==> src/rtl/riscv_mem_pkg.sv <==
// Shared types and defaults for the RISC-V unified memory arbiter.
// Owner encoding and tag layout are common to the arbiter and its tag pipeline.
package riscv_mem_pkg;

   localparam int MEM_ADDR_W = 14;
   localparam int MEM_LAT    = 2;

   typedef enum logic {
      OWNER_IF = 1'b0,
      OWNER_DM = 1'b1
   } mem_owner_t;

   typedef struct packed {
      logic       valid;
      mem_owner_t owner;
   } mem_tag_t;

endpackage

==> src/rtl/riscv_mem_tag_pipe.sv <==
// LAT-deep shift register of read tags; the last stage lines up with BRAM read data.
// Stage 0 is reloaded every cycle, so a bubble simply carries valid=0.
module riscv_mem_tag_pipe
   import riscv_mem_pkg::*;
#(
   parameter int LAT = MEM_LAT
) (
   input  logic     clk_100mhz,
   input  logic     rst_in,
   input  mem_tag_t tag_in,
   output mem_tag_t tag_out
);

   mem_tag_t stage_q [LAT];

   // NOTE: this small tag register is reset because a stale valid bit would fire a spurious response; bulk data RAM needs no reset.
   always_ff @(posedge clk_100mhz or posedge rst_in) begin
      if (rst_in) begin
         for (int i = 0; i < LAT; i++) begin
            stage_q[i] <= '0;
         end
      end else begin
         stage_q[0] <= tag_in;
         for (int i = 1; i < LAT; i++) begin
            stage_q[i] <= stage_q[i-1];
         end
      end
   end

   assign tag_out = stage_q[LAT-1];

endmodule

==> src/rtl/riscv_mem_arbiter.sv <==
// Shares one single-port, fixed-latency BRAM between instruction fetch (IF) and data memory (DM).
// Define MEM_ARB_ROUND_ROBIN_EN to alternate ties between requesters; default is fixed DM priority.
module riscv_mem_arbiter
   import riscv_mem_pkg::*;
#(
   parameter int ADDR_W = MEM_ADDR_W,
   parameter int DATA_W = 32,
   parameter int LAT    = MEM_LAT
) (
   input  logic                  clk_100mhz,
   input  logic                  rst_in,
   input  logic                  if_req_in,
   input  logic [ADDR_W-1:0]     if_addr_in,
   output logic                  if_ready_out,
   output logic                  if_rvalid_out,
   output logic [DATA_W-1:0]     if_rdata_out,
   input  logic                  dm_req_in,
   input  logic                  dm_we_in,
   input  logic [DATA_W/8-1:0]   dm_be_in,
   input  logic [ADDR_W-1:0]     dm_addr_in,
   input  logic [DATA_W-1:0]     dm_wdata_in,
   output logic                  dm_ready_out,
   output logic                  dm_rvalid_out,
   output logic [DATA_W-1:0]     dm_rdata_out,
   output logic                  bram_en_out,
   output logic [DATA_W/8-1:0]   bram_we_out,
   output logic [ADDR_W-1:0]     bram_addr_out,
   output logic [DATA_W-1:0]     bram_wdata_out,
   input  logic [DATA_W-1:0]     bram_rdata_in
);

   logic              grant_if;
   logic              grant_dm;
   logic              dm_write;
   logic [ADDR_W-1:0] sel_addr;
   logic [ADDR_W-1:0] addr_q;
   logic [DATA_W-1:0] wdata_q;
   mem_tag_t          tag_in;
   mem_tag_t          tag_out;

`ifdef MEM_ARB_ROUND_ROBIN_EN
   mem_owner_t        last_grant_q;
`endif

   // NOTE: every always_comb output is given a default first so no path can infer a latch.
   always_comb begin
      grant_if = 1'b0;
      grant_dm = 1'b0;
      if (!rst_in) begin
         if (if_req_in && dm_req_in) begin
`ifdef MEM_ARB_ROUND_ROBIN_EN
            grant_if = (last_grant_q == OWNER_DM);
            grant_dm = (last_grant_q == OWNER_IF);
`else
            grant_dm = 1'b1;
`endif
         end else begin
            grant_if = if_req_in;
            grant_dm = dm_req_in;
         end
      end
   end

   assign if_ready_out = grant_if;
   assign dm_ready_out = grant_dm;
   assign dm_write     = grant_dm && dm_we_in;
   assign sel_addr     = grant_dm ? dm_addr_in : if_addr_in;

   // Idle cycles replay the last address/wdata so the BRAM pins do not toggle needlessly.
   assign bram_en_out    = grant_if || grant_dm;
   assign bram_we_out    = dm_write ? dm_be_in : '0;
   assign bram_addr_out  = bram_en_out ? sel_addr : addr_q;
   assign bram_wdata_out = dm_write ? dm_wdata_in : wdata_q;

   // NOTE: state uses non-blocking assignments so every register samples pre-edge values.
   always_ff @(posedge clk_100mhz or posedge rst_in) begin
      if (rst_in) begin
         addr_q  <= '0;
         wdata_q <= '0;
      end else begin
         if (bram_en_out) begin
            addr_q <= sel_addr;
         end
         if (dm_write) begin
            wdata_q <= dm_wdata_in;
         end
      end
   end

`ifdef MEM_ARB_ROUND_ROBIN_EN
   // Reset to IF so DM wins the first tie.
   always_ff @(posedge clk_100mhz or posedge rst_in) begin
      if (rst_in) begin
         last_grant_q <= OWNER_IF;
      end else if (grant_dm) begin
         last_grant_q <= OWNER_DM;
      end else if (grant_if) begin
         last_grant_q <= OWNER_IF;
      end
   end
`endif

   always_comb begin
      tag_in       = '0;
      tag_in.valid = grant_if || (grant_dm && !dm_we_in);
      tag_in.owner = grant_dm ? OWNER_DM : OWNER_IF;
   end

   riscv_mem_tag_pipe #(
      .LAT (LAT)
   ) u_tag_pipe (
      .clk_100mhz (clk_100mhz),
      .rst_in     (rst_in),
      .tag_in     (tag_in),
      .tag_out    (tag_out)
   );

   // Response register adds one cycle, so rvalid lands LAT+1 cycles after the accept.
   always_ff @(posedge clk_100mhz or posedge rst_in) begin
      if (rst_in) begin
         if_rvalid_out <= 1'b0;
         dm_rvalid_out <= 1'b0;
         if_rdata_out  <= '0;
         dm_rdata_out  <= '0;
      end else begin
         if_rvalid_out <= tag_out.valid && (tag_out.owner == OWNER_IF);
         dm_rvalid_out <= tag_out.valid && (tag_out.owner == OWNER_DM);
         if (tag_out.valid && (tag_out.owner == OWNER_IF)) begin
            if_rdata_out <= bram_rdata_in;
         end
         if (tag_out.valid && (tag_out.owner == OWNER_DM)) begin
            dm_rdata_out <= bram_rdata_in;
         end
      end
   end

endmodule

==> config.mk <==
export PLATFORM = sky130hd
export DESIGN_NAME = riscv_mem_arbiter
export DESIGN_NICKNAME = d
export VERILOG_FILES = /design/src/rtl/riscv_mem_pkg.sv /design/src/rtl/riscv_mem_tag_pipe.sv /design/src/rtl/riscv_mem_arbiter.sv
export SDC_FILE = /design/constraint.sdc
export NUM_CORES = 1
export LEC_CHECK = 0
export CORE_MARGIN = 3
export CORE_UTILIZATION = 44
export DETAILED_ROUTE_END_ITERATION = 10
export PLACE_DENSITY = 0.86
export SYNTH_ARGS = -nofsm -noshare
export SYNTH_HDL_FRONTEND = slang
export SYNTH_SLANG_ARGS = --single-unit
==> constraint.sdc <==
create_clock -name clk_100mhz -period 8.54 [get_ports clk_100mhz]
set_clock_uncertainty 0.05 [all_clocks]
set_input_delay 1.708 -clock clk_100mhz [delete_from_list [all_inputs] [get_ports clk_100mhz]]
set_output_delay 1.708 -clock clk_100mhz [all_outputs]
set_load 0.01 [all_outputs]
==> impl_metrics.json <==
{
  "p_sw_w": 0.000493,
  "vias": 3311,
  "antenna_cells": 0,
  "clk_pin_slew_worst_paths_ps": 60,
  "dp_hpwl_um": 8870,
  "ys_types": 19,
  "yosysTopAreaCell": "dfrtp_1",
  "switching_share_pct": 25.3,
  "avgRoutedWirePerCell_um": 18.4,
  "cp.required_ps": 6780,
  "clk_path_buf_depth": 2,
  "clkPwrFrac_pct": 38.0,
  "busiest_layer": "met2",
  "finalSetupTns_ps": 0,
  "synth_most_common_cell": "dfrtp_1",
  "numPortBuffers": 219,
  "worstSetupEndpointType": "primary output",
  "cts.sinks": 116,
  "worst-setup-path-type": "input pin to primary output",
  "power_density_mw_per_mm2": 259,
  "setup_viol_count_final": 0,
  "dr.pass1.iters": 4,
  "finalMaxSlewViolations": 0,
  "synth_commonest_cells": "dfrtp_1, mux2_2, mux2_4, nor2_1, a211oi_1",
  "ys_async_sr_fraction_pct": 100,
  "grt_pass1_vias": 3689,
  "power_frac_seq_pct": 36.4,
  "numCtsBuffers": 17,
  "grtUsageMet3_pct": 6.63,
  "status": "complete, no violations",
  "synth_area_leaders": "dfrtp_1, mux2_2, mux2_4",
  "met1_usage_pct": 25.0,
  "cts_htree_levels": 4,
  "die_w_um": 108,
  "initial_core_util_pct": 46.1,
  "cts_hold_buf": 0,
  "synth_edf_count": 0,
  "rows": 36,
  "p_comb_share_pct": 25.5,
  "routabilityCongestion": 0.822,
  "gr-usage-all-layers_pct": 21.6,
  "fin_crit_ps": 6140,
  "dieArea_mm2": 0.0117,
  "drc": 0,
  "hold_violations": 0,
  "cp-start-kind": "input pin",
  "syn_to_final_growth_pct": 62.9,
  "cts_tree": "built",
  "vdd_drop_max_uv": 132,
  "grt_setup_unrepaired": "no",
  "yosys_warnings": 0,
  "hold_path_class": "flip-flop to flip-flop",
  "pin_count": 220,
  "ctsResizeCount": 0,
  "yosysSeqAreaShare_pct": 62.9,
  "p_int_w": 0.00146,
  "fin_area_mm2": 0.00751,
  "place_area_mm2": 0.00689,
  "drt_wl_total_um": 12400,
  "maxCapViolCount": 0,
  "power.leakage_nw": 3.24,
  "cp_max_fo": 32,
  "clockRootBuffer": "clkbuf_8",
  "grt_pass1_wl_um": 19300,
  "vias_per_cell": 4.93,
  "max_freq_ghz": 0.163,
  "core_mm2": 0.0100,
  "relSlewSlack_pct": 34.6,
  "synthCells": 302,
  "drtAntennaViolNets": 0,
  "drtIter0Drc": 109,
  "syn_avg_cell_area_um2": 15.3,
  "ys.flop_type": "dfrtp_1",
  "syn-cell-area_mm2": 0.00461,
  "synth_top_cell_area_share_pct": 62.9,
  "antenna_found_initial": 0,
  "tightest_slew_ps": 980,
  "use_met2_pct": 39.0,
  "final_nets": 626,
  "syn_nets": 403,
  "finalCritPeriodShare_pct": 71.9,
  "r2r_setup_slack_ps": 6760,
  "crit_arrival_ps": 4380,
  "post_cts_buffers": 0,
  "fp.dieH_um": 108,
  "gr-total-overflow": 0,
  "fin_util_pct": 75.1,
  "ys_ff_latch": 116,
  "drive_above_1_share_pct": 25.3,
  "clk_latency_ps": 490,
  "grt_max_degree": 71
}
==> sequential cells by signal, indices dropped and copies added (netlist names) <==
name                flops
dm_rdata_out           32
addr_q                 14
u_tag_pipe.tag_out      2
dm_rvalid_out           1
u_tag_pipe.stage_q      2
if_rvalid_out           1
if_rdata_out           32
wdata_q                32
==> power groups by stage <==
stage	logic (W)	clock network, W	registers [W]
2_1_floorplan	0.000174	0	0.000737
3_3_place_gp	0.000490	0	0.000709
3_5_place_dp	0.000502	0	0.000716
4_1_cts	0.000506	0.000753	0.000710
5_1_grt	0.000530	0.000781	0.000722
6_report	0.000498	0.000742	0.000710
==> path summary, 6_finish.rpt <==
check / from / to / depth (start not counted)
hold reg to reg: u_tag_pipe.stage_q[3] / u_tag_pipe.tag_out[1] / 0
max in group asynchronous: rst_in / wdata_q[13] / 3
min in group asynchronous: rst_in / u_tag_pipe.stage_q[3] / 2
hold / removal: u_tag_pipe.stage_q[3] / u_tag_pipe.tag_out[1] / 0
setup reg to reg: u_tag_pipe.tag_out[0] / if_rdata_out[10] / 2
setup / recovery: rst_in / bram_wdata_out[31] / 6
==> routing by layer <==
layer | share of wire (%) | wire, um | vias to the layer above
met5 | 0 | 0 | -
met4 | 1.0 | 129 | 0
met3 | 7.4 | 914 | 8
met2 | 54 | 6670 | 147
met1 | 38 | 4650 | 1637
li1 | - | - | 1519
==> cells by family (layout without fill, tap and decap cells) <==
| kind of cell | Yosys count | in the layout | share of synthesized area, % |
|---|---|---|---|
| multiplexers | 96 | 96 | 25.9 |
| AND/OR/NAND/NOR | 41 | 41 | 4.15 |
| AO/OA/AOI/OAI | 29 | 29 | 4.34 |
| buffers and inverters | 20 | 256 | 2.69 |
| flip-flops | 116 | 116 | 62.9 |
==> per-stage QoR <==
stage	setup slack (ps)	hold slack [ps]	power (W)	std cells
2_1_floorplan	2670	281	0.000911	302
3_3_place_gp	2450	286	0.00120	639
3_5_place_dp	2400	286	0.00122	639
4_1_cts	2390	300	0.00197	671
5_1_grt	2250	309	0.00203	671
6_report	2400	298	0.00195	671
==> placed cells by master, fill, tap and decap left out, types with 3 or more instances in the layout <==
master	n
a211oi_1	15
and3_1	4
bufinv_16	4
clkbuf_16	16
clkdlybuf4s50_1	219
clkinv_4	4
clkinvlp_4	3
dfrtp_1	116
mux2_2	66
mux2_4	30
nor2_1	30
o22ai_1	14
==> critical path, cell delays in order <==
cell	delay, ps
clkdlybuf4s50_1	870
nand2b_4	370
inv_4	70
nand2_4	440
mux2_2	420
clkdlybuf4s50_1	480
==> cell type report <==
type	instances	area, um2
well taps	133	166
multi-input cells	166	1590
flip-flops and latches	116	2900
clock inverters	14	200
fillers	681	2490
clock buffers	18	428
inverters	3	16.3
repair buffers	221	2210
Note: power is estimated with default switching activity, not from simulation.
